==> config.mk <==
export PLATFORM = sky130hd
export DESIGN_NAME = ahb_afifo_issue
export DESIGN_NICKNAME = d
export VERILOG_FILES = /design/src/rtl/ahb_afifo_pkg.sv /design/src/rtl/ahb_afifo_issue.sv
export SDC_FILE = /design/constraint.sdc
export NUM_CORES = 1
export LEC_CHECK = 0
export CORE_ASPECT_RATIO = 0.6
export CORE_MARGIN = 3
export CORE_UTILIZATION = 35
export DETAILED_ROUTE_END_ITERATION = 16
export GPL_TIMING_DRIVEN = 0
export PLACE_DENSITY = 0.7
export SYNTH_ARGS = -nofsm -noshare
export SYNTH_HDL_FRONTEND = slang
export SYNTH_SLANG_ARGS = --single-unit
export TNS_END_PERCENT = 100
==> constraint.sdc <==
create_clock -name clk -period 3.3 [get_ports clk]
set_input_delay 0.66 -clock clk [delete_from_list [all_inputs] [get_ports clk]]
set_output_delay 0.66 -clock clk [all_outputs]
set_load 0.02 [all_outputs]
==> src/rtl/ahb_afifo_pkg.sv <==
// Shared definitions for the AHB command-FIFO issue engine:
// command/response word layout, AHB encodings and FSM states.
package ahb_afifo_pkg;

    localparam int CMD_W        = 35;
    localparam int DATA_W       = 32;
    localparam int CMD_HDR_BIT  = 34;
    localparam int CMD_WR_BIT   = 33;
    localparam int CMD_SIZE_LSB = 31;
    localparam int CMD_SIZE_W   = 2;
    localparam int CMD_ADDR_W   = 31;
    localparam int RSP_WR_BIT   = 34;
    localparam int RSP_RESP_LSB = 32;

    localparam logic [1:0] HTRANS_IDLE   = 2'b00;
    localparam logic [1:0] HTRANS_NONSEQ = 2'b10;
    localparam logic [1:0] HRESP_OKAY    = 2'b00;
    localparam logic [1:0] HRESP_ERROR   = 2'b01;

    typedef enum logic [2:0] {
        ST_IDLE,
        ST_WDATA,
        ST_ADDR,
        ST_DPHASE,
        ST_RSP
    } state_e;

endpackage

==> src/rtl/ahb_afifo_issue.sv <==
// Drains the command FIFO and issues single AHB-Lite transfers,
// one outstanding, pushing one response word per transfer.
module ahb_afifo_issue
    import ahb_afifo_pkg::*;
#(
    parameter logic       ADDR_B31  = 1'b0,
    parameter logic [3:0] HPROT_VAL = 4'b0011
) (
    input  logic              clk,
    input  logic              reset_n,
    output logic              fifo_rd_en,
    input  logic              fifo_rd_empty,
    input  logic [CMD_W-1:0]  fifo_rd_data,
    output logic [31:0]       haddr,
    output logic [1:0]        htrans,
    output logic              hwrite,
    output logic [2:0]        hsize,
    output logic [2:0]        hburst,
    output logic [3:0]        hprot,
    output logic [31:0]       hwdata,
    input  logic              hready,
    input  logic [1:0]        hresp,
    input  logic [31:0]       hrdata,
    output logic              rsp_wr_en,
    input  logic              rsp_wr_full,
    output logic [CMD_W-1:0]  rsp_wr_data,
    output logic              proto_err,
    output logic              busy
);

    state_e                  state_q, state_d;
    logic [CMD_ADDR_W-1:0]   addr_q, addr_d;
    logic                    wr_q, wr_d;
    logic [CMD_SIZE_W-1:0]   size_q, size_d;
    logic [DATA_W-1:0]       wdata_q, wdata_d;
    logic [CMD_W-1:0]        rsp_q, rsp_d;
    logic                    perr_q, perr_d;
    logic                    is_hdr;

    assign is_hdr = fifo_rd_data[CMD_HDR_BIT];

    always_comb begin
        state_d    = state_q;
        addr_d     = addr_q;
        wr_d       = wr_q;
        size_d     = size_q;
        wdata_d    = wdata_q;
        rsp_d      = rsp_q;
        perr_d     = perr_q;
        fifo_rd_en = 1'b0;
        rsp_wr_en  = 1'b0;
        unique case (state_q)
            ST_IDLE: begin
                if (!fifo_rd_empty) begin
                    if (!is_hdr) begin
                        fifo_rd_en = 1'b1;
                        perr_d     = 1'b1;
                    end else if (!rsp_wr_full) begin
                        fifo_rd_en = 1'b1;
                        addr_d     = fifo_rd_data[CMD_ADDR_W-1:0];
                        wr_d       = fifo_rd_data[CMD_WR_BIT];
                        size_d     = fifo_rd_data[CMD_SIZE_LSB +: CMD_SIZE_W];
                        state_d    = fifo_rd_data[CMD_WR_BIT] ? ST_WDATA
                                                              : ST_ADDR;
                    end
                end
            end
            ST_WDATA: begin
                if (!fifo_rd_empty) begin
                    if (!is_hdr) begin
                        fifo_rd_en = 1'b1;
                        wdata_d    = fifo_rd_data[DATA_W-1:0];
                        state_d    = ST_ADDR;
                    end else begin
                        // leave the header queued for the next IDLE pass
                        perr_d  = 1'b1;
                        state_d = ST_IDLE;
                    end
                end
            end
            ST_ADDR: state_d = ST_DPHASE;
            ST_DPHASE: begin
                if (hready) begin
                    rsp_d   = {wr_q, hresp,
                               wr_q ? {DATA_W{1'b0}} : hrdata};
                    state_d = ST_RSP;
                end
            end
            ST_RSP: begin
                rsp_wr_en = 1'b1;
                state_d   = ST_IDLE;
            end
            default: state_d = ST_IDLE;
        endcase
        // no side effects on either FIFO while reset is held
        if (!reset_n) begin
            fifo_rd_en = 1'b0;
            rsp_wr_en  = 1'b0;
        end
    end

    always_ff @(posedge clk) begin
        if (!reset_n) begin
            state_q <= ST_IDLE;
            addr_q  <= '0;
            wr_q    <= 1'b0;
            size_q  <= '0;
            wdata_q <= '0;
            rsp_q   <= '0;
            perr_q  <= 1'b0;
        end else begin
            state_q <= state_d;
            addr_q  <= addr_d;
            wr_q    <= wr_d;
            size_q  <= size_d;
            wdata_q <= wdata_d;
            rsp_q   <= rsp_d;
            perr_q  <= perr_d;
        end
    end

    assign htrans      = (state_q == ST_ADDR) ? HTRANS_NONSEQ : HTRANS_IDLE;
    assign haddr       = {ADDR_B31, addr_q};
    assign hwrite      = wr_q;
    assign hsize       = {1'b0, size_q};
    assign hburst      = 3'b000;
    assign hprot       = HPROT_VAL;
    assign hwdata      = wdata_q;
    assign rsp_wr_data = rsp_q;
    assign proto_err   = perr_q;
    assign busy        = (state_q != ST_IDLE);

endmodule

== After elaboration in Yosys (flattened, before gate mapping) ==
Index checks and enable logic that the tools add are counted.
Word-level totals
  flip-flop bits (word level): 105
  input bits: 74
  logic and storage cells: 53
Operators by class
  equality and inequality tests: 11
  muxes and demuxes: 24
  bitwise operators: 3
  reduce and logical (&&, ||, !) cells: 8
Operators by type and width (count)
  32-bit two-way mux: 1
  3-bit two-way mux: 5
  2-bit != test (second input constant): 7
  1-bit two-way mux: 12
  3-bit one-hot mux with 4 select lines: 1
  5-bit AND reduction: 2
  3-bit by 2-bit == test with 1-bit output (second input constant): 2
  2-bit two-way mux: 3
  1-bit one-hot mux with 2 select lines: 2
  4-bit AND reduction: 1
  3-bit by 1-bit == test with 1-bit output (second input constant): 1
  3-bit == test (second input constant): 1
  3-bit zero test: 1
  1-bit inverter: 3
  3-bit AND reduction: 1
  3-bit nonzero test: 1
  2-bit AND reduction: 1
  2-bit nonzero test: 1

== Logic depth before layout (Yosys ltp) ==
Gate-level depths: netlist of the first run.
  depth after elaboration: 5
  mapped depth: 6
  mapped depth without buffers: 4

== Least setup slack after synthesis of the first run ==
Ideal clock, no wire load.
  path type: input -> output
  from: input reset_n
  to: output rsp_wr_en
  arrival time: 1.159 ns
  setup slack: 1.481 ns
  stages: 2
  path buffers: 0
  path through: nand2_1 > nor3_1
On the way
  word-level cells in the longest chain between the ends: 1
RTL lines
  start, declared: line ahb_afifo_issue.sv:10  | input logic reset_n,
  1-bit two-way mux: line ahb_afifo_issue.sv:96  | if (!reset_n) begin
  end, declared: line ahb_afifo_issue.sv:24  | output logic rsp_wr_en,
Every way passes these cells.

== Worst setup path in the final report of the first run ==
  from: input fifo_rd_empty
  to: output fifo_rd_en
On the way
  word-level cells in the longest chain between the ends: 3
RTL lines
  start, declared: line ahb_afifo_issue.sv:12  | input logic fifo_rd_empty,
  1-bit two-way mux (on tied branches): line ahb_afifo_issue.sv:69, ahb_afifo_issue.sv:54
  1-bit one-hot mux with 2 select lines (*): line ahb_afifo_issue.sv:52  | unique case (state_q)
  1-bit two-way mux (*): line ahb_afifo_issue.sv:96
  end, declared: line ahb_afifo_issue.sv:11  | output logic fifo_rd_en,
Mark *: on every way between the ends. The rest lies on a longest branch, timed or not.

==> results of run 1 <==
==> power by group through the flow <==
stage	Clock (mW)	Combinational (mW)	Sequential, mW
after global placement	0	0.320	1.34
after floorplan	0	0.113	1.36
after detailed placement	0	0.324	1.34
after CTS	0.996	0.326	1.31
after global routing	1.05	0.349	1.31
final	0.970	0.325	1.31
==> registers in the layout (all words and copies together) (netlist names) <==
signal / flops
state_q: 3
hwrite: 1
hwdata: 32
size_q: 2
proto_err: 1
rsp_wr_data: 35
addr_q: 31
==> per-layer routing <==
layer | GRT usage | vias to the layer above
met2 | 0.301 | 135
met4 | 0.0457 | 0
met5 | 0 | -
li1 | - | 1979
met3 | 0.0657 | 10
met1 | 0.270 | 1814
==> worst max-delay path, delay by kind of cell <==
family	cells	cell delay (ns)
and+or+nand+nor	2	0.38
buffers and inverters	2	1.13
==> metrics by stage <==
stage / setup slack [ns] / hold slack (ns) / area [µm²] / total power, mW / utilization
6_report: 0.471 / 0.454 / 6270 / 2.60 / 0.576
5_1_grt: 0.400 / 0.471 / 6270 / 2.70 / 0.576
4_1_cts: 0.477 / 0.456 / 6270 / 2.63 / 0.576
3_5_place_dp: 0.486 / 0.446 / 6010 / 1.66 / 0.552
3_3_place_gp: 0.521 / 0.439 / 6010 / 1.66 / 0.552
2_1_floorplan: 1.48 / 0.492 / 4040 / 1.48 / -
==> layout make-up <==
class | count | area [µm²] | area share
Timing Repair Buffer | 179 | 1790 | 0.286
Sequential cell | 105 | 2100 | 0.335
Inverter | 3 | 11.3 | 0.00180
Tap cell | 139 | 174 | 0.0277
Buffer | 46 | 255 | 0.0407
Multi-Input combinational cell | 345 | 1680 | 0.267
Clock buffer | 10 | 229 | 0.0365
Clock inverter | 5 | 33.8 | 0.00539
==> layout by cell type (no fill, tap or decap), types with 2 or more instances in the layout <==
cell,instances
buf_4,12
nor3_1,2
conb_1,10
clkdlybuf4s50_1,179
buf_2,12
nand2_1,164
nor2b_1,2
nand3b_1,32
inv_1,2
and3_1,2
nand2_2,10
clkinvlp_4,2
o21ai_0,2
clkbuf_1,20
a21oi_2,10
nand2b_1,2
dfxtp_1,105
a21oi_1,92
nor2_1,4
buf_6,3
clkinv_2,2
clkbuf_16,9
==> cell families after synthesis <==
kind of cell	Yosys count
simple gates	226
compound gates	109
flops	105
buf+inv	49
other cells	2
==> path summary, 6_finish.rpt <==
check,slack (ns),cells past startpoint,from,end
worst max-delay path,0.47,4,fifo_rd_empty,fifo_rd_en
worst min-delay path,0.45,2,addr_q[6],addr_q[6]
worst max register to register,1.51,5,state_q[0],rsp_wr_data[17]
worst min register to register,0.45,2,addr_q[6],addr_q[6]
==> results.txt, run 1 <==
Max incr delay on CP -> 0.61 ns
Initial antenna violation count -> 0
Vias in the first global route -> 3776
CP Max Fanout -> 6
Fin. Hold Viols -> 0
Tcrit/Tclk final -> 0.857
Async set-reset flop share out of synthesis -> 0
Final setup viols -> 0
Data required time of the worst path -> 2.64 ns
DRC -> 0
Met3 WL -> 945 µm
Pre-antenna DRT Iters -> 5
Worst slew pin tran -> 0.676 ns
Register share of total power -> 0.503
Top cell types by occurrence after synthesis -> nand2_1, dfxtp_1, a21oi_1
Synthesized area -> 0.00401 mm²
Non-filler instance count after layout -> 832
Clock Path Buffers -> 2
Final Max Slew Viols -> 0
Chip width -> 144 µm
Int Pwr -> 1.96 mW
Worst-path cell chain -> clkdlybuf4s50_1 -> nor2_1 -> and3_1 -> clkdlybuf4s50_1
Worst rel slew slack -> 0.549
Vias per cell -> 4.73
Clock skew -> 0.00806 ns
Switch Pwr -> 0.638 mW
Main combinational cell family by area after synthesis -> simple AND/OR/NAND/NOR gates
Synth top area share -> 0.524
Mean Syn Cell Area -> 8.17 µm²
P_leak -> 2.15 nW
Critical Path Sink Type -> primary output
Fillers -> 974
Fmax -> 0.354 GHz
Comb power frac -> 0.125
Postcts setup bufs -> 0
Routability Congestion -> 0.796
Gr usage total -> 0.196
TritonCTS clock tree -> done
Maxcap violations -> 0
Htree depth -> 3
Synth area leader -> dfxtp_1
Post-synthesis simple-gate area fraction -> 0.259
Post-synth EDFFs -> 0
Total clock sinks -> 105
ANT nets after route -> 0
WS Path Type -> in2out
Die area -> 0.0128 mm²
DP Wirelength -> 9800 µm
Post-synthesis xor/xnor area fraction -> 0
Synth Instances -> 491
Port bufs -> 179
Largest net degree at the start of global routing -> 17
First-pass GRT wire length -> 19700 µm
Mux contribution to synthesized area -> 0
Arr. time, crit path -> 2.17 ns
Starting Density -> 0.369
Cts repair resizes -> 0
Synth warn -> 0
Slowest cell on crit path -> clkdlybuf4s50_1
Synth Register Bits -> 105
Inserted Clock Buffers -> 9
Status -> completed
IR drop worst, VDD -> 0.290 mV
RSZ-0062 raised after global routing -> no
PwrDens -> 415 mW/mm²
Tmin final -> 2.83 ns
Vert. Die Dim -> 89.0 µm
Met2 WL post-DR -> 5440 µm
Number of placement rows -> 29
Post-synthesis adder-cell area fraction -> 0
Worst-path clk slew -> 0.07 ns
Share of layout cells above drive strength 1 -> 0.0924
Total gr overflow -> 0
Nets -> 763
Primary FF master, synth -> dfxtp_1
Vias -> 3938
Sum Neg Setup Slack -> 0 ns
Number of distinct library cells after synthesis -> 32
Sw Share -> 0.245
Clk_lat worst skew -> 0.34 ns
Core area -> 0.0109 mm²
Met1 Routed Length -> 6200 µm
Clock share of power -> 0.373
Clock Root Buffer -> clkbuf_16
Area grow syn2layout -> 56.3%
Synth Area in Compound Gates -> 0.149
Main area contributors after synthesis -> dfxtp_1, nand2_1, a21oi_1
Placed Cells -> 817
Ant. Diodes -> 0
Sequential share of the synthesized area -> 0.524
Crit-path most repeated cell -> clkdlybuf4s50_1
Initial DRC count -> 186
Worst Hold Class -> reg2reg
Post-CTS Hold Buffers -> 0
Top layer reached by signal wires -> met4
Routed len/inst -> 15.3 µm
Top Ports -> 190
Top-count cell post-synth -> nand2_1
Crit start category -> input port
Routed WL -> 12700 µm
Note: power is estimated with default switching activity, not from simulation.
==> run 2, diff against run 1 <==
--- a/config.mk
+++ b/config.mk
@@ -7,10 +7,10 @@
 export LEC_CHECK = 0
 export CORE_ASPECT_RATIO = 0.6
 export CORE_MARGIN = 3
-export CORE_UTILIZATION = 35
+export CORE_UTILIZATION = 44
 export DETAILED_ROUTE_END_ITERATION = 16
 export GPL_TIMING_DRIVEN = 0
-export PLACE_DENSITY = 0.7
+export PLACE_DENSITY = 0.85
 export SYNTH_ARGS = -nofsm -noshare
 export SYNTH_HDL_FRONTEND = slang
 export SYNTH_SLANG_ARGS = --single-unit
==> constraint.sdc (replaced) <==
create_clock -name clk -period 3.3 [get_ports clk]
set_input_delay 0.99 -clock clk [delete_from_list [all_inputs] [get_ports clk]]
set_output_delay 0.99 -clock clk [all_outputs]
set_load 0.02 [all_outputs]
==> results.txt, run 2 (same netlist as run 1, synthesis figures left out) <==
Status -> completed
Post-CTS Hold Buffers -> 0 (unchanged)
Data required time of the worst path -> 2.31 ns (-0.33 ns)
Max incr delay on CP -> 0.53 ns (-0.08 ns)
Worst hold slack -> 0.455 ns (+0.00144 ns)
Most frequent cells in the layout -> clkdlybuf4s50_1, nand2_1, dfxtp_1, a21oi_1, nand3b_1
Clock skew -> 0.00877 ns (+0.000704 ns)
Nets -> 763 (unchanged)
Postcts setup bufs -> 0 (unchanged)
Largest register FFs -> 35 (unchanged)
WS Path Type -> in2out
Worst rel slew slack -> 0.558 (+0.00888)
Routed WL -> 12400 µm (-2.3%)
Tmin final -> 3.21 ns (+0.382 ns)
Vias per cell -> 4.98 (+5.2%)
Chip width -> 129 µm (-10%)
Vias in the first global route -> 3848 (+1.9%)
Worst-path clk slew -> 0.07 ns (about the same)
Starting Density -> 0.462 (+0.0934)
Final setup viols -> 0 (unchanged)
Largest net degree at the start of global routing -> 17 (unchanged)
Clock Path Buffers -> 2 (unchanged)
Area grow syn2layout -> 56.0%
First-pass GRT wire length -> 19500 µm (-1.2%)
Worst slew pin tran -> 0.663 ns (-0.0133 ns)
Final Max Slew Viols -> 0 (unchanged)
Worst-path cell chain -> clkdlybuf4s50_1 -> nor2_1 -> and3_1 -> dlygate4sd2_1
Worst setup slack after layout -> 0.0895 ns (-0.382 ns)
Vias -> 4013 (+1.9%)
Maxcap violations -> 0 (unchanged)
Top Ports -> 190 (unchanged)
Share of layout cells above drive strength 1 -> 0.0908 (-0.00157)
Routed len/inst -> 15.4 µm (+0.87%)
TritonCTS clock tree -> done
Arr. time, crit path -> 2.22 ns (+0.05 ns)
Critical Path Sink Type -> primary output
Buf/Inv on CP -> 2 (unchanged)
Crit start category -> input port
Fmax -> 0.311 GHz (-12%)
Fin. Hold Viols -> 0 (unchanged)
Htree depth -> 3 (unchanged)
Port bufs -> 179 (unchanged)
Die area -> 0.0103 mm² (-19%)
Initial antenna violation count -> 0 (unchanged)
Clk_lat worst skew -> 0.34 ns (about the same)
PwrDens -> 428 mW/mm² (+3.2%)
Number of placement rows -> 26 (-10%)
DP Wirelength -> 9570 µm (-2.4%)
Delay-heaviest family, CP -> buffers and inverters
Gr usage total -> 0.241 (+0.0449)
P_leak -> 2.16 nW (+0.80%)
Vert. Die Dim -> 80.0 µm (-10%)
Slowest cell on crit path -> clkdlybuf4s50_1
Cts repair resizes -> 2 (+2)
Commonest non-fill, non-tap cell in the layout -> clkdlybuf4s50_1
Worst Hold Class -> reg2reg
Inserted Clock Buffers -> 9 (unchanged)
RSZ-0062 raised after global routing -> no
Initial DRC count -> 244 (+31%)
ANT nets after route -> 0 (unchanged)
Place WS -> -0.170 ns (-0.656 ns)
Total clock sinks -> 105 (unchanged)
Clock Root Buffer -> clkbuf_16
Ant. Diodes -> 0 (unchanged)
Total gr overflow -> 0 (unchanged)
IR drop worst, VDD -> 0.352 mV (+21%)
DRC -> 0 (unchanged)
Pre-antenna DRT Iters -> 4 (-1)
CP Max Fanout -> 6 (unchanged)
Tcrit/Tclk final -> 0.973 (+0.116)
FF-to-FF setup slack -> 1.54 ns (+0.03 ns)
Core area -> 0.00869 mm² (-20%)
Routability Congestion -> 0.840 (+5.6%)
## run 2: power breakdown
group	switching (mW)	total (mW)	internal, mW
Sequential	0.0157	1.31	1.29
Clock	0.461	1.05	0.591
Combinational	0.157	0.322	0.165
Total	0.634	2.68	2.05
## run 2: stage by stage
stage / total power, mW / area (µm²) / instances / TNS, ns / util
after floorplan: 1.48 / 4040 / 499 / 0 / -
after global placement: 1.65 / 5980 / 790 / -0.225 / 0.688
after detailed placement: 1.66 / 5980 / 790 / -0.250 / 0.688
after CTS: 2.70 / 6260 / 806 / 0 / 0.721
after global routing: 2.79 / 6260 / 806 / 0 / 0.721
final: 2.68 / 6260 / 806 / 0 / 0.721
## run 2: worst paths after layout
kind / start / endpoint / depth (start not counted)
setup / recovery: fifo_rd_empty / fifo_rd_en / 4
hold / removal: hwdata[1] / hwdata[1] / 2
setup reg to reg: state_q[0] / rsp_wr_data[21] / 5
hold reg to reg: hwdata[1] / hwdata[1] / 2
## run 2: layer usage
metal / part of all wire / vias to the layer above / track usage
met3: 0.079 / 20 / 0.0816
met4: 0.014 / 0 / 0.0702
met2: 0.46 / 141 / 0.376
met5: 0 / - / 0
met1: 0.45 / 1872 / 0.317
li1: - / 1980 / -
## run 2: worst reg2reg max path: stages, from the launching register on
cell and delay [ns]:
dfxtp_1 0.39, clkbuf_1 0.32, nand3_1 0.37, clkbuf_1 0.34
nand2_1 0.14, a21oi_1 0.07
## run 2: cell type report
type / instances / area (µm²)
Timing Repair Buffer: 179 / 1790
Inverter: 3 / 11.3
Clock buffer: 12 / 236
Buffer: 46 / 255
Multi-Input combinational cell: 345 / 1680
Clock inverter: 4 / 53.8
Sequential cell: 105 / 2100
Tap cell: 112 / 140
Fill cell: 655 / 2420
